## src/rtl/b1_eval_pkg.sv

```systemverilog
// Shared types and constants for the b1 evaluation arbiter: FSM states,
// result bit positions and counter widths.
package b1_eval_pkg;

  typedef enum logic [1:0] {
    ST_IDLE = 2'd0,
    ST_EVAL = 2'd1,
    ST_RESP = 2'd2
  } state_e;

  // Bit positions inside the 4-bit result {po3,po2,po1,po0}.
  localparam int PO0 = 0;
  localparam int PO1 = 1;
  localparam int PO2 = 2;
  localparam int PO3 = 3;

  // Width of the visible clock-zone output and of the internal phase counter.
  localparam int PHASE_W = 2;
  localparam int PCNT_W  = 4;

endpackage

```

## src/rtl/b1_eval_if.sv

```systemverilog
// Request/response bundle between the requesters, the result consumer and
// the evaluation arbiter.
interface b1_eval_if
  import b1_eval_pkg::*;
#(
  parameter int NUM_REQ = 4,
  parameter int ID_W    = $clog2(NUM_REQ)
);

  logic [NUM_REQ-1:0]   req_valid;
  logic [3*NUM_REQ-1:0] req_data;
  logic [NUM_REQ-1:0]   req_ready;
  logic                 rsp_valid;
  logic                 rsp_ready;
  logic [ID_W-1:0]      rsp_id;
  logic [3:0]           rsp_data;
  logic [PHASE_W-1:0]   phase;
  logic                 busy;
  logic [15:0]          eval_count;

  modport slave (
    input  req_valid, req_data, rsp_ready,
    output req_ready, rsp_valid, rsp_id, rsp_data, phase, busy, eval_count
  );

  modport master (
    output req_valid, req_data, rsp_ready,
    input  req_ready, rsp_valid, rsp_id, rsp_data, phase, busy, eval_count
  );

endinterface

```

## src/rtl/b1_eval_core.sv

```systemverilog
// Combinational evaluator: maps a 3-bit operand {pi2,pi1,pi0} to the 4-bit
// result {po3,po2,po1,po0}.
module b1_eval_core
  import b1_eval_pkg::*;
(
  input  logic [2:0] op_i,
  output logic [3:0] res_o
);

  logic pi0, pi1, pi2;

  assign pi0 = op_i[0];
  assign pi1 = op_i[1];
  assign pi2 = op_i[2];

  always_comb begin
    res_o      = '0;
    res_o[PO0] = pi2;
    res_o[PO1] = pi0 ^ pi1;
    res_o[PO2] = (pi0 & pi1 & ~pi2) | (~pi0 & ~pi1 & pi2);
    res_o[PO3] = ~pi2;
  end

endmodule

```

## src/rtl/b1_eval_arbiter.sv

```systemverilog
// Round-robin arbiter feeding one shared multi-phase evaluator; each accepted
// operand is evaluated over PHASES cycles and held as a response until taken.
module b1_eval_arbiter
  import b1_eval_pkg::*;
#(
  parameter int NUM_REQ = 4,
  parameter int PHASES  = 4
)(
  input  logic      clk,
  input  logic      rst_n,
  b1_eval_if.slave  bus
);

  localparam int ID_W = $clog2(NUM_REQ);

  state_e               state_q, state_d;
  logic [ID_W-1:0]      rr_ptr_q, rr_ptr_d;
  logic [ID_W-1:0]      id_q, id_d;
  logic [PCNT_W-1:0]    pcnt_q, pcnt_d;
  logic [2:0]           op_q, op_d;
  logic [3:0]           rsp_data_q, rsp_data_d;
  logic [15:0]          eval_count_q, eval_count_d;

  logic [3:0]           core_res;
  logic                 grant_any;
  logic [ID_W-1:0]      grant_idx;
  logic [ID_W-1:0]      cand;
  logic [NUM_REQ-1:0]   req_ready_c;

  b1_eval_core u_core (
    .op_i  (op_q),
    .res_o (core_res)
  );

  // Scan from the farthest candidate back to rr_ptr so the nearest valid
  // requester at or after the pointer is the last one written.
  always_comb begin
    grant_any = 1'b0;
    grant_idx = '0;
    cand      = '0;
    for (int k = NUM_REQ - 1; k >= 0; k--) begin
      cand = ID_W'((int'(rr_ptr_q) + k) % NUM_REQ);
      if (bus.req_valid[cand]) begin
        grant_any = 1'b1;
        grant_idx = cand;
      end
    end
  end

  // NOTE: every signal written here gets a default first, so no path leaves
  // one unassigned and no latch is inferred.
  always_comb begin
    state_d      = state_q;
    rr_ptr_d     = rr_ptr_q;
    id_d         = id_q;
    pcnt_d       = pcnt_q;
    op_d         = op_q;
    rsp_data_d   = rsp_data_q;
    eval_count_d = eval_count_q;
    req_ready_c  = '0;

    case (state_q)
      ST_IDLE: begin
        if (grant_any) begin
          req_ready_c[grant_idx] = 1'b1;
          op_d     = bus.req_data[3*int'(grant_idx) +: 3];
          id_d     = grant_idx;
          rr_ptr_d = (int'(grant_idx) == NUM_REQ - 1) ? '0 : grant_idx + 1'b1;
          pcnt_d   = '0;
          state_d  = ST_EVAL;
        end
      end
      ST_EVAL: begin
        if (pcnt_q == PCNT_W'(PHASES - 1)) begin
          rsp_data_d = core_res;
          pcnt_d     = '0;
          state_d    = ST_RESP;
        end else begin
          pcnt_d = pcnt_q + 1'b1;
        end
      end
      ST_RESP: begin
        if (bus.rsp_ready) begin
          eval_count_d = (eval_count_q == 16'hFFFF) ? eval_count_q : eval_count_q + 16'd1;
          state_d      = ST_IDLE;
        end
      end
      default: state_d = ST_IDLE;
    endcase
  end

  // NOTE: state registers use non-blocking assignments so every flop samples
  // the pre-edge values regardless of statement order.
  always_ff @(posedge clk or negedge rst_n) begin
    if (!rst_n) begin
      state_q      <= ST_IDLE;
      rr_ptr_q     <= '0;
      id_q         <= '0;
      pcnt_q       <= '0;
      op_q         <= '0;
      rsp_data_q   <= '0;
      eval_count_q <= '0;
    end else begin
      state_q      <= state_d;
      rr_ptr_q     <= rr_ptr_d;
      id_q         <= id_d;
      pcnt_q       <= pcnt_d;
      op_q         <= op_d;
      rsp_data_q   <= rsp_data_d;
      eval_count_q <= eval_count_d;
    end
  end

  // The accept strobe is combinational from req_valid, so it is gated by
  // rst_n to drop the instant reset asserts rather than at the next edge.
  assign bus.req_ready  = rst_n ? req_ready_c : '0;
  assign bus.rsp_valid  = (state_q == ST_RESP);
  assign bus.rsp_id     = id_q;
  assign bus.rsp_data   = rsp_data_q;
  assign bus.busy       = (state_q != ST_IDLE);
  assign bus.phase      = (state_q == ST_EVAL) ? pcnt_q[PHASE_W-1:0] : '0;
  assign bus.eval_count = eval_count_q;

endmodule

```

## src/flat_wrapper.sv

```systemverilog
// flat-port wrapper written by rule: the top's interface ports become plain ports
module b1_eval_arbiter_flat import b1_eval_pkg::*;
#(
  parameter int NUM_REQ = 4,
  parameter int PHASES  = 4
)
  (clk, rst_n, bus_req_valid, bus_req_data, bus_rsp_ready, bus_req_ready, bus_rsp_valid, bus_rsp_id, bus_rsp_data, bus_phase, bus_busy, bus_eval_count);
  b1_eval_if #(.NUM_REQ(NUM_REQ)) bus_i ();
  input  logic clk;
  input  logic rst_n;
  input wire logic [$bits(bus_i.req_valid)-1:0] bus_req_valid;
  input wire logic [$bits(bus_i.req_data)-1:0] bus_req_data;
  input wire logic [$bits(bus_i.rsp_ready)-1:0] bus_rsp_ready;
  output wire logic [$bits(bus_i.req_ready)-1:0] bus_req_ready;
  output wire logic [$bits(bus_i.rsp_valid)-1:0] bus_rsp_valid;
  output wire logic [$bits(bus_i.rsp_id)-1:0] bus_rsp_id;
  output wire logic [$bits(bus_i.rsp_data)-1:0] bus_rsp_data;
  output wire logic [$bits(bus_i.phase)-1:0] bus_phase;
  output wire logic [$bits(bus_i.busy)-1:0] bus_busy;
  output wire logic [$bits(bus_i.eval_count)-1:0] bus_eval_count;
  assign bus_i.req_valid = bus_req_valid;
  assign bus_i.req_data = bus_req_data;
  assign bus_i.rsp_ready = bus_rsp_ready;
  assign bus_req_ready = bus_i.req_ready;
  assign bus_rsp_valid = bus_i.rsp_valid;
  assign bus_rsp_id = bus_i.rsp_id;
  assign bus_rsp_data = bus_i.rsp_data;
  assign bus_phase = bus_i.phase;
  assign bus_busy = bus_i.busy;
  assign bus_eval_count = bus_i.eval_count;
  b1_eval_arbiter #(.NUM_REQ(NUM_REQ), .PHASES(PHASES)) u_core (.clk(clk), .rst_n(rst_n), .bus(bus_i));
endmodule
```

## config.mk

```make
export PLATFORM = sky130hd
export DESIGN_NAME = b1_eval_arbiter_flat
export DESIGN_NICKNAME = d
export VERILOG_FILES = /design/src/rtl/b1_eval_pkg.sv /design/src/rtl/b1_eval_if.sv /design/src/rtl/b1_eval_core.sv /design/src/rtl/b1_eval_arbiter.sv /design/src/flat_wrapper.sv
export SDC_FILE = /design/constraint.sdc
export NUM_CORES = 1
export LEC_CHECK = 0
export CORE_MARGIN = 8
export CORE_UTILIZATION = 35
export CTS_CLUSTER_SIZE = 28
export DETAILED_ROUTE_END_ITERATION = 10
export PLACE_DENSITY = 0.7
export SYNTH_ARGS = -nofsm -noshare
export SYNTH_HDL_FRONTEND = slang
export SYNTH_SLANG_ARGS = --single-unit
```

## constraint.sdc

```tcl
create_clock -name clk -period 4.6 [get_ports clk]
set_input_delay 0.92 -clock clk [delete_from_list [all_inputs] [get_ports clk]]
set_output_delay 0.92 -clock clk [all_outputs]
set_load 0.1 [all_outputs]
```

==> results.cfg, run 1 <==
[logic_synthesis]
ys_warn_count = 0
synth-edff-count = 0
netlist_instances = 178
async_flop_share = 1.00
synth_area_per_cell_sq_um = 9.88
syn_area_sq_mm = 0.00176
synth_seq_area_share = 0.470
synth_cell_types = 42
synth_seq_cells = 33
synth_nets = 202
ys.flop_type = dfrtp_1

[worst_hold_path]
whs_path_depth = 2
hp-start = u_core.bus.rsp_data[1]
hp-class = reg2reg
holdPathEnd = u_core.bus.rsp_data[1]

[placed_design]
post_dp_cell_area_sq_mm = 0.00236
port_buffers = 48
place_congestion = 0.786
placed_cells = 291
place_ws_ps = 931
dp_hpwl_um = 3150

[clock_network]
post-cts-setup-buffers = 0
h-tree-depth = 2
cts.clk_slew.worst_paths_ps = 70
postCtsHoldBufs = 0
cts_tree = built
cts-root-buf = clkbuf_8
numClockSinks = 33
clkLatencyLatePin_ps = 290
ctsResizeCount = 0
cts_buffers = 5
cts_buffer_depth = 2

[die]
die_width_um = 86.9
fp.dieArea_sq_mm = 0.00755
initial_core_util = 0.367
die_h_um = 86.9
pin_count = 49
core-area_sq_mm = 0.00479
num_rows = 25

[sta]
max_freq_mhz = 272
slew_headroom = 0.335
drv_slew = 0
setup_violations = 0
tns_ps = 0
hold_viol = 0
worst_pin_slew_ps = 994
skew_ps = 4.67
timing.final.ws_setup_ps = 923
rsz0062_at_grt = no
fin_crit_ps = 3680
fin_crit_sh = 0.799

[global_routing]
grtUsageTotal = 0.117
grt_max_degree = 32
grt_pass1_wl_um = 6900
grt_pass1_vias = 1516
grt_antenna_before_repair = 0
grt_remaining_overflow = 0

[power_and_ir_drop]
p_int_mw = 0.721
p_switching_mw = 0.720
finalPower_mw = 1.44
p_clk_frac = 0.167
power_density_mw_per_mm2 = 585
combPwrFrac = 0.537
swShare = 0.500
seqPwrFrac = 0.296
p_leak_nw = 1.07
vdd_ir_drop_max_mv = 0.366

[drt]
drc_errors = 0
vias = 1452
ant_nets = 0
totalWireLength_um = 4020
wl_per_cell_um = 13.5
firstDrtPassIters = 4
via_per_inst = 4.86
drtIter0Drc = 48

[setup_path]
r2r-start = u_core.rr_ptr_q[1]
cp.arrival_ps = 2760
r2r_cells = 5
cp-start-kind = input port
rr_endpoint = u_core.op_q[0]
crit_type = in2out
reg2reg_slack_ps = 2580
crit_required_ps = 3680
slowest_stage = clkdlybuf4s50_1
end_kind = output port
critPathMaxFanout = 8
path_cells = clkdlybuf4s50_1 > a21boi_1 > o22ai_2 > nor2_2 > ha_1 > and3_1 > buf_12
max_stage_delay_ps = 510

[cells_and_area]
design_area_sq_mm = 0.00246
final_nets = 255
antenna-diode-count = 0
mostFrequentLayoutCells = 44 x clkdlybuf4s50_1, 33 x dfrtp_1, 23 x nand2_1
area_delta_synth_final_pct = 40.1
drive_gt1_frac = 0.103
fin_cells = 299
final_common_cell = clkdlybuf4s50_1

[status]
status = finished clean

[flow_run]
maxCapViolations = 0
==> metrics by stage <==
step,utilization,hold slack [ps]
2_1_floorplan,-,471
3_3_place_gp,0.494,465
3_5_place_dp,0.494,466
4_1_cts,0.515,484
5_1_grt,0.515,505
6_report,0.515,476
==> registers in the layout (all words and copies together), names as in the netlist <==
| register | count |
|---|---|
| u_core.bus.eval_count | 16 |
| u_core.bus.rsp_data | 4 |
| u_core.bus.rsp_id | 2 |
| u_core.op_q | 3 |
| u_core.pcnt_q | 4 |
| u_core.rr_ptr_q | 2 |
| u_core.state_q | 2 |
==> power by group through the flow <==
stage / sequential [mW] / combinational, mW / clock (mW)
4_1_cts: 0.427 / 0.782 / 0.251
6_report: 0.427 / 0.773 / 0.241
3_5_place_dp: 0.431 / 0.781 / 0
3_3_place_gp: 0.431 / 0.773 / 0
5_1_grt: 0.441 / 0.829 / 0.261
2_1_floorplan: 0.635 / 0.390 / 0
==> layout make-up <==
cell class	count	area, sq um
fillers	432	2320
well taps	67	83.8
clock inverters	1	5.00
inverters	7	26.3
repair buffers	49	528
clock buffers	7	96.3
multi-input cells	135	898
flip-flops and latches	33	826
==> how the worst max path moves through the flow <==
stage,start,endpoint
floorplan,bus_req_valid[0],bus_req_ready[0]
global placement,bus_req_valid[1],bus_req_ready[3]
detailed placement,bus_req_valid[1],bus_req_ready[3]
CTS,bus_req_valid[1],bus_req_ready[3]
global route,bus_req_valid[1],bus_req_ready[3]
finish,bus_req_valid[1],bus_req_ready[3]
==> per-layer routing <==
layer	vias up	GRT usage	routed length, um
li1	742	-	-
met1	657	0.139	1860
met2	47	0.178	1750
met4	0	0.0657	65
met3	6	0.0415	349
met5	-	0	0
==> cell families after synthesis <==
group / count (synthesis) / synth area share
simple gates: 78 / 0.239
compound gates: 34 / 0.133
flops: 33 / 0.470
xor+xnor: 12 / 0.0598
buf+inv: 10 / 0.0256
mux: 6 / 0.0370
fa+ha+maj: 5 / 0.0356
==> synth_stat cells (all sizes together), types with 2 or more instances <==
master	number	area share
o21bai	2	0.0085
inv	7	0.015
nor2b	3	0.011
nand2	23	0.049
clkbuf	2	0.0043
and4b	2	0.011
xor2	3	0.015
mux2i	2	0.011
and3	5	0.021
nor2	9	0.021
o21ai	15	0.043
nand3	10	0.028
nand4	4	0.014
a211oi	4	0.020
nor3	3	0.0085
a221o	3	0.017
and2	8	0.028
a21boi	2	0.0085
mux2	4	0.026
dfrtp	33	0.47
ha	5	0.036
a21oi	2	0.0057
nand2b	3	0.011
and4	3	0.015
xnor2	9	0.045
==> worst max-delay path, delay by kind of cell <==
| family | cells | cell delay [ps] |
|---|---|---|
| buffers and inverters | 2 | 700 |
| adders and majority gates | 1 | 200 |
| and+or+nand+nor | 2 | 540 |
| AOI/OAI and AO/OA | 2 | 400 |
No activity file was read; power rests on OpenSTA's default activity.
==> inputs of run 2 (changes only) <==
Settings changed: PLACE_DENSITY 0.7 to 0.73.
Clock period 4.6 ns to 3.3 ns, I/O delays scaled along.
==> results.cfg, run 2 (synthesis results as in run 1) <==
[cells_and_area]
mostFrequentLayoutCells = 33 x dfrtp_1, 28 x buf_4, 23 x nand2_1
fin_util = 0.501
drive_gt1_frac = 0.223
largest_reg_flops = 16
final_common_cell = dfrtp_1
area_delta_synth_final_pct = 36.3
final_nets = 256
antenna-diode-count = 0

[sta]
slew_headroom = 0.737
worst_pin_slew_ps = 391
hold_ws_ps = 486
skew_ps = 5.91
fin_crit_sh = 0.935
hold_viol = 0
max_freq_mhz = 324
rsz0062_at_grt = no
tns_ps = 0
drv_slew = 0
fin_crit_ps = 3090
setup_violations = 0

[setup_path]
cp-start-kind = input port
r2r-start = u_core.rr_ptr_q[1]
critPathMaxFanout = 7
reg2reg_slack_ps = 1170
max_stage_delay_ps = 470
end_kind = output port
critPathMostFrequentCell = and2_1
crit_type = in2out
cp.arrival_ps = 2430
slowest_stage = clkdlybuf4s50_1
crit_required_ps = 2640
path_cells = clkdlybuf4s50_1 > and2_1 > o221ai_1 > and2_1 > ha_1 > and3_1 > buf_12
rr_endpoint = u_core.op_q[2]
startpoint = bus_req_valid[0]
r2r_cells = 6

[drt]
drtIter0Drc = 49
via_per_inst = 4.94
top_layer = met4
dr_wl_met3_um = 403
m1WireLength_um = 1880
totalWireLength_um = 4120
drc_errors = 0
wl_per_cell_um = 13.7
ant_nets = 0
firstDrtPassIters = 4
wl_met2_um = 1750
vias = 1483

[global_routing]
grt_max_degree = 31
grtUsageTotal = 0.118
grt_pass1_wl_um = 7070
grt_remaining_overflow = 0
grt_pass1_vias = 1539
grt_antenna_before_repair = 0

[die]
initial_core_util = 0.367
core-area_sq_mm = 0.00479
die_width_um = 86.9
num_rows = 25
pin_count = 49
die_h_um = 86.9
fp.dieArea_sq_mm = 0.00755

[placed_design]
port_buffers = 48
dp_hpwl_um = 3230
place_congestion = 0.804

[power_and_ir_drop]
finalPower_mw = 1.97
power_density_mw_per_mm2 = 821
vdd_ir_drop_max_mv = 0.406
p_leak_nw = 1.11

[worst_hold_path]
hp-start = u_core.bus.rsp_data[1]
hp-class = reg2reg
holdPathEnd = u_core.bus.rsp_data[1]
whs_path_depth = 2

[clock_network]
post-cts-setup-buffers = 0
h-tree-depth = 2
ctsResizeCount = 0
cts_tree = built
postCtsHoldBufs = 0
cts.clk_slew.worst_paths_ps = 70
cts_buffers = 5
clkLatencyLatePin_ps = 290
cts-root-buf = clkbuf_8
cts_buffer_depth = 2
numClockSinks = 33

[status]
status = finished clean

[flow_run]
maxCapViolations = 0
## run 2: changes by cell type in the layout (fill, tap and decap cells not counted), sizes merged
cell	change
buf	+27
clkdlybuf4s50	-26
clkbuf	-2
clkinv	+1
clkinvlp	+1
## run 2: final cells by class
class | count | area (sq um)
sequential | 33 | 826
tap | 67 | 83.8
timing repair buffer | 50 | 470
clock buffer | 5 | 68.8
multi-input combinational | 135 | 903
inverter | 7 | 26.3
fill | 453 | 2390
clock inverter | 3 | 17.5
## run 2: worst max path at each step
stage | endpoint | slack, ps | depth (start not counted)
2_1_floorplan | bus_req_ready[1] | -330 | 5
3_5_place_dp | bus_req_ready[3] | 230 | 7
5_1_grt | bus_req_ready[3] | 100 | 7
4_1_cts | bus_req_ready[3] | 210 | 7
6_report | bus_req_ready[3] | 210 | 7
3_3_place_gp | bus_req_ready[3] | 250 | 7
## run 2: critical path: cells and delay by family
| family | cells | cell delay, ps |
|---|---|---|
| AOI/OAI and AO/OA | 1 | 190 |
| buffers and inverters | 2 | 660 |
| and+or+nand+nor | 3 | 730 |
| adders and majority gates | 1 | 200 |
## run 2: routing by layer
layer	vias to the layer above	GRT usage
met5	-	0
met1	675	0.138
met2	51	0.180
li1	747	-
met3	10	0.0557
met4	0	0.0516
## run 2: report_power, final
part | total (mW) | internal (mW) | switching [mW]
combinational | 1.07 | 0.301 | 0.772
clock | 0.298 | 0.145 | 0.153
sequential | 0.596 | 0.501 | 0.0954
total | 1.97 | 0.947 | 1.02
## run 2: per-stage QoR
step | instances | area, sq um | worst slack [ps]
floorplan | 178 | 1770 | -325
detailed placement | 292 | 2310 | 231
global route | 300 | 2400 | 97.9
CTS | 300 | 2400 | 214
global placement | 292 | 2310 | 246
finish | 300 | 2400 | 214
